[src/rtl/ifid_ctrl.sv]
// IF/ID pipeline control: PC register, IF/ID latch, stall/flush handling and hold watchdog.
// Optional total-hold counter output stall_cnt is built when IFID_STALL_CNT_EN is defined.
module ifid_ctrl #(
  parameter logic [15:0] PC_RESET    = 16'h0000,
  parameter int          STALL_LIMIT = 4
) (
  input  logic        clk,
  input  logic        rst_n,
  input  logic        stall,
  input  logic        pcdrive,
  input  logic        branch_taken,
  input  logic [15:0] branch_target,
  input  logic [15:0] instr_in,
  output logic [15:0] pc,
  output logic [15:0] ifid_instr,
  output logic [15:0] ifid_pc,
  output logic        ifid_valid,
  output logic        idex_bubble,
  output logic        stall_err
`ifdef IFID_STALL_CNT_EN
  ,
  output logic [15:0] stall_cnt
`endif
);

  typedef enum logic [1:0] {RUN, STALL, FLUSH} stateT;

  localparam logic [2:0] HOLD_LIMIT = 3'(STALL_LIMIT);

  stateT       state, nextState;
  logic        hold;
  logic [15:0] pcNext, instrNext, ifidPcNext;
  logic        validNext;
  logic [2:0]  holdCnt, holdCntInc;

  // stall wins over pcdrive, so stall=1/pcdrive=1 is still a hold
  assign hold        = stall | ~pcdrive;
  assign idex_bubble = branch_taken | hold;
  assign holdCntInc  = (holdCnt == 3'd7) ? holdCnt : holdCnt + 3'd1;

  always_ff @(posedge clk or negedge rst_n) begin
    if (!rst_n) state <= RUN;
    else        state <= nextState;
  end

  // NOTE: every always_comb output gets a default first so no path leaves it unassigned (no latch).
  always_comb begin
    nextState  = state;
    pcNext     = pc;
    instrNext  = ifid_instr;
    ifidPcNext = ifid_pc;
    validNext  = ifid_valid;
    if (branch_taken) begin
      pcNext    = branch_target;
      instrNext = 16'h0000;
      validNext = 1'b0;
      nextState = FLUSH;
    end else if (hold) begin
      nextState = STALL;
    end else begin
      pcNext     = pc + 16'd1;
      instrNext  = instr_in;
      ifidPcNext = pc;
      validNext  = 1'b1;
      nextState  = RUN;
    end
  end

  // NOTE: sequential state uses non-blocking assignments so all registers update from pre-edge values.
  always_ff @(posedge clk or negedge rst_n) begin
    if (!rst_n) begin
      pc         <= PC_RESET;
      ifid_instr <= 16'h0000;
      ifid_pc    <= 16'h0000;
      ifid_valid <= 1'b0;
    end else begin
      pc         <= pcNext;
      ifid_instr <= instrNext;
      ifid_pc    <= ifidPcNext;
      ifid_valid <= validNext;
    end
  end

  // Watchdog: consecutive hold cycles; the error flag is sticky until reset.
  always_ff @(posedge clk or negedge rst_n) begin
    if (!rst_n) begin
      holdCnt   <= 3'd0;
      stall_err <= 1'b0;
    end else if (hold) begin
      holdCnt <= holdCntInc;
      if (holdCntInc == HOLD_LIMIT) stall_err <= 1'b1;
    end else begin
      holdCnt <= 3'd0;
    end
  end

`ifdef IFID_STALL_CNT_EN
  always_ff @(posedge clk or negedge rst_n) begin
    if (!rst_n)                          stall_cnt <= 16'h0000;
    else if (hold && stall_cnt != 16'hFFFF) stall_cnt <= stall_cnt + 16'd1;
  end
`endif

endmodule

[config.mk]
export PLATFORM = sky130hd
export DESIGN_NAME = ifid_ctrl
export DESIGN_NICKNAME = d
export VERILOG_FILES = /design/src/rtl/ifid_ctrl.sv
export SDC_FILE = /design/constraint.sdc
export NUM_CORES = 1
export LEC_CHECK = 0
export CELL_PAD_IN_SITES_DETAIL_PLACEMENT = 1
export CELL_PAD_IN_SITES_GLOBAL_PLACEMENT = 1
export CORE_MARGIN = 2
export CORE_UTILIZATION = 33
export DETAILED_ROUTE_END_ITERATION = 16
export PLACE_DENSITY = 0.9
export SETUP_SLACK_MARGIN = 0.02
export SLEW_MARGIN = 20
export SYNTH_ARGS = -nofsm -noshare
export SYNTH_HDL_FRONTEND = slang
export SYNTH_SLANG_ARGS = --single-unit
export TNS_END_PERCENT = 20
[constraint.sdc]
create_clock -name clk -period 2.4 [get_ports clk]
set_input_delay 0.24 -clock clk [delete_from_list [all_inputs] [get_ports clk]]
set_output_delay 0.24 -clock clk [all_outputs]
set_load 0.05 [all_outputs]
==> results of run 1 <==
-- synth_stat cells --
library cell	n	share of area (%)
mux2_2	14	6.7
or3_1	2	0.53
nor3_1	3	0.64
nand2_1	49	7.8
nor3b_1	3	0.95
mux2i_1	2	0.85
nand4_1	2	0.53
nor2_1	11	1.7
a31oi_1	3	0.79
nand3_1	6	1.3
o21ai_0	18	3.8
nor2b_1	2	0.53
ha_1	2	1.1
nand4b_1	1	0.37
o31ai_1	2	0.64
nand3_4	1	0.74
a21o_1	1	0.32
o31a_1	1	0.37
a221o_1	1	0.42
dfrtp_1	53	56
nand3b_1	2	0.64
a21oi_1	17	3.6
xor2_1	2	0.74
clkbuf_1	10	1.6
xnor2_1	9	3.3
buf_2	1	0.21
nor4_1	6	1.6
nand2_2	1	0.27
inv_1	4	0.64
nand2b_1	2	0.53
or4_1	2	0.64
-- worst max-delay path, stage by stage, from the launching register on --
cell and delay, ns:
dfrtp_1 0.47, nand3_1 0.23, nor4_1 0.63, a31oi_1 0.18
o31a_1 0.29
-- cells in the final DEF (no fill, tap or decap), types with 3 or more instances in the layout --
cell             instances
a31oi_1                  3
dfrtp_1                 53
a21oi_1                 17
nor3_1                   3
nand3_1                  6
nand2_1                 49
nor3b_1                  3
xnor2_1                  9
clkbuf_8                 5
mux2_2                  14
clkdlybuf4s50_1         84
nor2_1                  11
inv_1                    4
buf_4                    9
o21ai_0                 18
nor4_1                   6
-- state kept, by name, summed over array words and instances, names as in the netlist --
signal / cells
stall_err: 1
ifid_valid: 1
pc: 16
ifid_instr: 16
holdCnt: 3
ifid_pc: 16
-- path summary, 6_finish.rpt --
| path | end | slack (ns) | cells after the start |
|---|---|---|---|
| setup / recovery | pc[14] | 0.50 | 4 |
| hold / removal | ifid_pc[5] | 0.05 | 2 |
| setup reg to reg | pc[14] | 0.50 | 4 |
| hold reg to reg | stall_err | 0.50 | 1 |
| max in group asynchronous | pc[13] | 1.89 | 2 |
| min in group clk | ifid_valid | 0.34 | 2 |
-- per-layer routing --
metal	vias to the layer above	wire [um]	part of all wire, %
met4	0	66	0.99
met2	52	3480	52
li1	984	-	-
met1	1053	2830	42
met5	-	0	0
met3	9	315	4.7
-- layout make-up --
| class | instances | area [sq um] | area share (%) |
|---|---|---|---|
| clock inverters | 3 | 17.5 | 0.508 |
| clock buffers | 5 | 68.8 | 2.00 |
| well taps | 96 | 120 | 3.49 |
| flip-flops and latches | 53 | 1330 | 38.5 |
| repair buffers | 95 | 918 | 26.7 |
| inverters | 4 | 15.0 | 0.436 |
| multi-input cells | 165 | 980 | 28.4 |
-- report_power, final --
| part | switching (mW) | leakage (nW) | internal (mW) |
|---|---|---|---|
| sequential | 0.118 | 0.661 | 1.02 |
| combinational | 0.608 | 0.660 | 0.372 |
| clock | 0.297 | 0.0439 | 0.202 |
| total | 1.02 | 1.36 | 1.60 |
-- through the flow --
step / instance area [sq um] / total power, mW / instances / hold WS [ns]
final: 3450 / 2.62 / 421 / 0.0478
after floorplan: 2360 / 1.75 / 233 / -0.0556
after global placement: 3360 / 2.11 / 413 / 0.411
after CTS: 3450 / 2.65 / 421 / 0.0866
after global routing: 3450 / 2.76 / 421 / 0.104
after detailed placement: 3360 / 2.15 / 413 / 0.422
-- cell families after synthesis --
| group | count (synthesis) | synth area share (%) |
|---|---|---|
| flops | 53 | 56.2 |
| compound gates | 43 | 9.96 |
| simple gates | 93 | 18.8 |
| fa+ha+maj | 2 | 1.06 |
| buf+inv | 15 | 2.44 |
| mux | 16 | 7.53 |
| xor+xnor | 11 | 4.08 |
==> impl_metrics.tcl, run 1 <==
set metrics [dict create \
    drv_cap 0 \
    io_buffer_count 87 \
    avgSynthCellArea_sq_um 10.1 \
    power_leakage_nw 1.36 \
    fillers 794 \
    grt_pass1_vias 2228 \
    nets 363 \
    fin_worst_skew_ns 0.00334 \
    via_per_inst 4.98 \
    ant_nets 0 \
    rows 30 \
    ys_seq_elements 53 \
    drtIter0Drc 73 \
    start_kind "register" \
    cts_tree "yes" \
    fp.coreArea_sq_um 6870 \
    place_congestion 0.765 \
    rsz0062_at_grt "no" \
    required_ns 2.60 \
    drive_gt1_share_pct 11.1 \
    cts-root-buf "clkbuf_8" \
    tns_ns 0 \
    cts.repair.resized 0 \
    die_x_um 88.6 \
    dieArea_sq_um 7850 \
    grt_use_met3_pct 3.54 \
    place.detailed.hpwl_mm 4.90 \
    path_max_fanout 6 \
    power_density_nw_per_um2 760 \
    avgRoutedWirePerCell_um 15.9 \
    fmax_ghz 0.525 \
    crit_path_start "pc[8]" \
    outcome "finished, final reports clean" \
    finalSetupViolations 0 \
    drt-total-wl_mm 6.69 \
    worst_ep_arrival_time_ns 2.10 \
    antenna_found_initial 0 \
    busiest_layer "met2" \
    hold_path.class "in2async" \
    ys_warn_count 0 \
    met1_usage_pct 23.8 \
    grt_usage_pct 18.3 \
    worst_slack_ns 0.495 \
    fin_crit_ns 1.90 \
    diodes 0 \
    numCtsBuffers 5 \
    vias 2098 \
    clk_pin_slew_ns 0.09 \
    grt_pass1_wl_mm 11.1 \
    post-place-ws_ns 0.482 \
    peakVddDrop_mv 0.371 \
    grt_max_degree 54 \
    grt_remaining_overflow 0 \
    drc 0 \
    die_y_um 88.6 \
    slew_violations 0 \
    netlist_area_sq_um 2360 \
    fin_crit_sh_pct 79.4 \
    ctsHoldBuffers 0 \
    drt-pass1-iter-count 4 \
    netlist_instances 233 \
    regToRegStartpoint "pc[8]" \
    io_pins 88 \
    h-tree-depth 2 \
    final_core_util_pct 50.2 \
    cts_buffer_depth 2 \
    ys_types 31 \
    slew_headroom_pct 54.5 \
    cts_setup_buffers 0 \
    syn_to_final_growth_pct 45.9 \
    path_class "reg2reg" \
    yosysSeqAreaShare_pct 56.2 \
    tightest_slew_ns 0.683 \
    clk_latency_ns 0.30 \
    initial_core_util_pct 34.4 \
    cts_sinks 53 \
    use_met2_pct 31.6 \
    hold_viol_final 0 \
    worst_setup_path_end_kind "register" \
    postSynthNetCount 272 \
]
No activity file was read; power rests on OpenSTA's default activity.
==> inputs of run 2 (changes only) <==
==> constraint.sdc (replaced) <==
create_clock -name clk -period 1.9 [get_ports clk]
set_input_delay 0.19 -clock clk [delete_from_list [all_inputs] [get_ports clk]]
set_output_delay 0.19 -clock clk [all_outputs]
set_load 0.05 [all_outputs]
==> run 2 against run 1 <==
  * Global-route usage is 0.17 points higher
  * Via count is 0.62% lower
  * Sequential share of layout area is 0.59 points lower
  * Critical endpoint is now pc[11]
  * Total power is 28% higher
  * Routed wire length is 3.2% higher
  * Count of clock-buffer cells in the layout is 1 higher
  * Sequential cell count stayed put
  * Design area is 2.1% higher
  * Sequential power is 26% higher
==> impl_metrics.tcl, run 2 (same netlist as run 1, synthesis figures left out) <==
set metrics [dict create \
    outcome "finished, final reports clean" \
    crit_path_start "pc[11]" \
    io_pins 88 \
    die_y_um 88.6 \
    grt_remaining_overflow 0 \
    final_common_cell "clkdlybuf4s50_1" \
    placedCellCount 416 \
    h-tree-depth 2 \
    finalSetupViolations 0 \
    initial_core_util_pct 34.4 \
    fillers 773 \
    die_x_um 88.6 \
    power_leakage_nw 1.41 \
    required_ns 1.71 \
    reg.largest.list "ifid_instr: 16 flops, ifid_pc: 16 flops, pc: 16 flops" \
    drive_gt1_share_pct 13.7 \
    cp_slowest_stage_delay_ns 0.86 \
    place.detailed.hpwl_mm 5.18 \
    fin_worst_skew_ns 0.00622 \
    tightest_slew_ns 0.526 \
    path_cells "clkdlybuf4s50_1" \
    clk_latency_ns 0.32 \
    regArea_sq_um 1330 \
    drc 0 \
    io_buffer_count 87 \
    layout_common_cells "81 x clkdlybuf4s50_1, 49 x nand2_1, 47 x dfrtp_1" \
    diodes 0 \
    cts-root-buf "clkbuf_8" \
    rows 30 \
    cts_buffer_depth 2 \
    avgRoutedWirePerCell_um 16.3 \
    worst-r2r-setup-slack_ns 0.19 \
    instances_no_fill 425 \
    nets 367 \
    place_congestion 0.779 \
    grt_pass1_wl_mm 11.0 \
    clk_pin_slew_ns 0.09 \
    slew_violations 0 \
    hold_viol_final 0 \
    critPathSlowestCell "clkdlybuf4s50_1" \
    grt_max_degree 51 \
    grt_pass1_vias 2177 \
    hold_path.class "in2async" \
    regToRegStartpoint "pc[0]" \
    numCtsBuffers 5 \
    fp.coreArea_sq_um 6870 \
    peakVddDrop_mv 0.556 \
    slew_headroom_pct 64.8 \
    cts_sinks 53 \
    rsz0062_at_grt "no" \
    grt_usage_pct 18.5 \
    via_per_inst 4.91 \
    worst_setup_path_end_kind "primary output" \
    drv_cap 0 \
    antenna_found_initial 0 \
    cts_setup_buffers 0 \
    drt-pass1-iter-count 4 \
    path_max_fanout 5 \
    fmax_ghz 0.544 \
    multi_input_area_sq_um 992 \
    drtIter0Drc 95 \
    drt-total-wl_mm 6.91 \
    worst_ep_arrival_time_ns 1.65 \
    start_kind "register" \
    power_density_nw_per_um2 949 \
    fin_crit_sh_pct 96.7 \
    critPathTopFamily "buffers and inverters" \
    syn_to_final_growth_pct 49.1 \
    dieArea_sq_um 7850 \
    vias 2085 \
    path_class "reg2out" \
    final_core_util_pct 51.2 \
    fin_crit_ns 1.84 \
    design_power_total_mw 3.34 \
    cp_num_buf_inv 1 \
    ant_nets 0 \
    cts_tree "yes" \
]
## run 2: cell types whose count changed in the layout (fill, tap and decap cells not counted), sizes merged
| cell | change |
|---|---|
| clkbuf | +1 |
| clkinvlp | +1 |
| clkinv | -2 |
| buf | +3 |
| clkdlybuf4s50 | -3 |
| dlygate4sd3 | +1 |
| dlymetal6s2s | +3 |
## run 2: timing repair
| item | 4_1_cts | 5_1_grt |
|---|---|---|
| gates resized for setup | 0 | 3 |
| setup endpoints to repair | 0 | 3 |
| endpoints found under the hold margin | 8 | 0 |
| hold buffers | 1 | 0 |
## run 2: through the flow
step	setup TNS [ns]	area [sq um]	hold slack (ns)	worst slack, ns
after CTS	0	3510	0.258	0.0217
after floorplan	-0.00466	2380	-0.106	-0.00233
after global routing	0	3520	0.279	0.0222
after detailed placement	0	3410	0.0659	0.0132
after global placement	0	3410	0.0531	0.0798
final	0	3520	0.268	0.0618
## run 2: path summary, 6_finish.rpt
kind | cells after the start | endpoint
setup / recovery | 1 | pc[11]
hold / removal | 2 | ifid_pc[8]
setup reg to reg | 5 | pc[12]
hold reg to reg | 1 | stall_err
max in group asynchronous | 3 | pc[0]
min in group clk | 4 | ifid_pc[14]
## run 2: layout make-up
type | count | area share, %
clock buffers | 6 | 2.06
clock inverters | 2 | 0.427
inverters | 4 | 0.427
multi-input cells | 165 | 28.2
flip-flops and latches | 53 | 37.9
well taps | 96 | 3.41
repair buffers | 99 | 27.6
## run 2: report_power, final
part	switching [mW]	internal, mW	total [mW]
clock network	0.387	0.260	0.647
registers	0.149	1.29	1.44
logic	0.769	0.480	1.25
## run 2: per-layer routing
metal,global-route usage (%),vias up,part of all wire [%]
li1,-,990,-
met1,24.0,1031,42
met2,31.2,56,52
met3,4.48,8,5.1
met4,4.55,0,0.96
met5,0,-,0
==> inputs of run 3 (changes only) <==
--- a/config.mk
+++ b/config.mk
@@ -8,9 +8,10 @@
 export CELL_PAD_IN_SITES_DETAIL_PLACEMENT = 1
 export CELL_PAD_IN_SITES_GLOBAL_PLACEMENT = 1
 export CORE_MARGIN = 2
-export CORE_UTILIZATION = 33
+export CORE_UTILIZATION = 30
 export DETAILED_ROUTE_END_ITERATION = 16
-export PLACE_DENSITY = 0.9
+export HOLD_SLACK_MARGIN = 0.03
+export PLACE_DENSITY = 0.84
 export SETUP_SLACK_MARGIN = 0.02
 export SLEW_MARGIN = 20
 export SYNTH_ARGS = -nofsm -noshare
==> run 3 against run 2 <==
  * Sequential power about the same
  * Combinational power about the same
  * Global-route usage down 2.6 points
  * First-iteration DRC count down 56%
  * Sequential cell count unchanged
  * Count of clock-buffer cells in the layout down 1
  * Register-to-register slack about the same
  * Non-clock buffer count unchanged
  * Critical path depth unchanged
  * Worst hold slack better by 0.058 ns
  * Core utilization down 5.3 points
==> impl_metrics.tcl, run 3 (same netlist as run 1, synthesis figures left out) <==
set metrics [dict create \
    drive_gt1_share_pct 14.0 \
    drtIter0Drc 42 \
    cts_tree "yes" \
    via_per_inst 4.78 \
    grt_remaining_overflow 0 \
    die_y_um 92.7 \
    syn_to_final_growth_pct 49.5 \
    antenna_found_initial 0 \
    cp_num_buf_inv 1 \
    worst_setup_path_end_kind "primary output" \
    worst_ep_arrival_time_ns 1.64 \
    slew_violations 0 \
    drc 0 \
    cts_sinks 53 \
    final_common_cell "clkdlybuf4s50_1" \
    critPathTopFamily "buffers and inverters" \
    post-place-ws_ns 0.0222 \
    reg.largest.list "ifid_instr: 16 flops, ifid_pc: 16 flops, pc: 16 flops" \
    clk_latency_ns 0.31 \
    grt_pass1_vias 2165 \
    regArea_sq_um 1330 \
    cts-root-buf "clkbuf_8" \
    grt_max_degree 51 \
    nets 367 \
    fillers 871 \
    drv_cap 0 \
    start_kind "register" \
    numCtsBuffers 5 \
    finalSetupViolations 0 \
    fmax_ghz 0.547 \
    slew_headroom_pct 61.4 \
    fin_worst_skew_ns 0.00668 \
    path_max_fanout 6 \
    path_class "reg2out" \
    hold_viol_final 0 \
    place.detailed.hpwl_mm 4.99 \
    grt_pass1_wl_mm 10.9 \
    grt_usage_pct 15.9 \
    place_congestion 0.730 \
    io_buffer_count 87 \
    diodes 0 \
    layout_common_cells "83 x clkdlybuf4s50_1, 49 x nand2_1, 47 x dfrtp_1" \
    dieArea_sq_um 8600 \
    vias 2062 \
    tightest_slew_ns 0.580 \
    rsz0062_at_grt "yes" \
    design_power_total_mw 3.36 \
    drt-total-wl_mm 6.55 \
    power_leakage_nw 1.39 \
    worst-r2r-setup-slack_ns 0.20 \
    die_x_um 92.7 \
    worst_slack_ns 0.0722 \
    peakVddDrop_mv 0.448 \
    cp_slowest_stage_delay_ns 0.85 \
    ant_nets 0 \
    fp.coreArea_sq_um 7690 \
    clk_pin_slew_ns 0.10 \
    fin_crit_sh_pct 96.2 \
    avgRoutedWirePerCell_um 15.2 \
    outcome "finished, final reports clean" \
    drt-pass1-iter-count 4 \
    initial_core_util_pct 30.7 \
    final_core_util_pct 45.9 \
    multi_input_area_sq_um 992 \
    io_pins 88 \
    rows 32 \
    cts_setup_buffers 0 \
    cts_buffer_depth 2 \
    hold_path.class "in2reg" \
    holdWs_ns 0.327 \
    required_ns 1.71 \
    critPathSlowestCell "clkdlybuf4s50_1" \
    path_cells "clkdlybuf4s50_1" \
    fin_crit_ns 1.83 \
    power_density_nw_per_um2 952 \
    h-tree-depth 2 \
]
-- run 3: changes by cell type in the layout (fill, tap and decap cells not counted), sizes merged --
cell,change
clkbuf,-1
clkdlybuf4s50,+2
dlymetal6s2s,-2
inv,+1
-- run 3: path summary, 6_finish.rpt --
| check | depth (start not counted) | end | startpoint |
|---|---|---|---|
| setup / recovery | 1 | pc[10] | pc[10] |
| hold / removal | 3 | ifid_instr[1] | branch_taken |
| setup reg to reg | 5 | pc[12] | pc[0] |
| hold reg to reg | 1 | stall_err | stall_err |
| max in group asynchronous | 3 | ifid_instr[3] | rst_n |
| min in group asynchronous | 2 | ifid_pc[6] | rst_n |
-- run 3: repair_timing --
item                                    in CTS  in global routing
resized for setup                            0                  1
endpoints found under the setup margin       0                  3
hold buffers                                 1                  0
endpoints found under the hold margin       24                  0
-- run 3: layout make-up --
cell class | instances | share of cell area, %
multi-input combinational | 165 | 28.1
timing repair buffer | 99 | 27.4
sequential | 53 | 37.8
inverter | 4 | 0.425
clock buffer | 5 | 1.95
clock inverter | 3 | 0.744
tap | 102 | 3.62
-- run 3: metal layers --
metal	up-vias	part of all wire (%)	track usage, %
met5	-	0	0
li1	990	-	-
met1	1025	43	19.8
met3	2	4.3	2.69
met2	45	52	29.1
met4	0	0.29	3.06
-- run 3: per-stage QoR --
stage               cells  TNS (ns)  cell area, sq um
floorplan             233  -0.00466              2380
global route          431         0              3530
finish                431         0              3530
detailed placement    422         0              3420
global placement      422         0              3420
CTS                   431         0              3530
-- run 3: power breakdown --
| group | internal, mW | total (mW) | leakage (nW) | switching (mW) |
|---|---|---|---|---|
| Combinational | 0.481 | 1.25 | 0.695 | 0.767 |
| Sequential | 1.29 | 1.44 | 0.654 | 0.148 |
| Clock | 0.269 | 0.669 | 0.0423 | 0.400 |
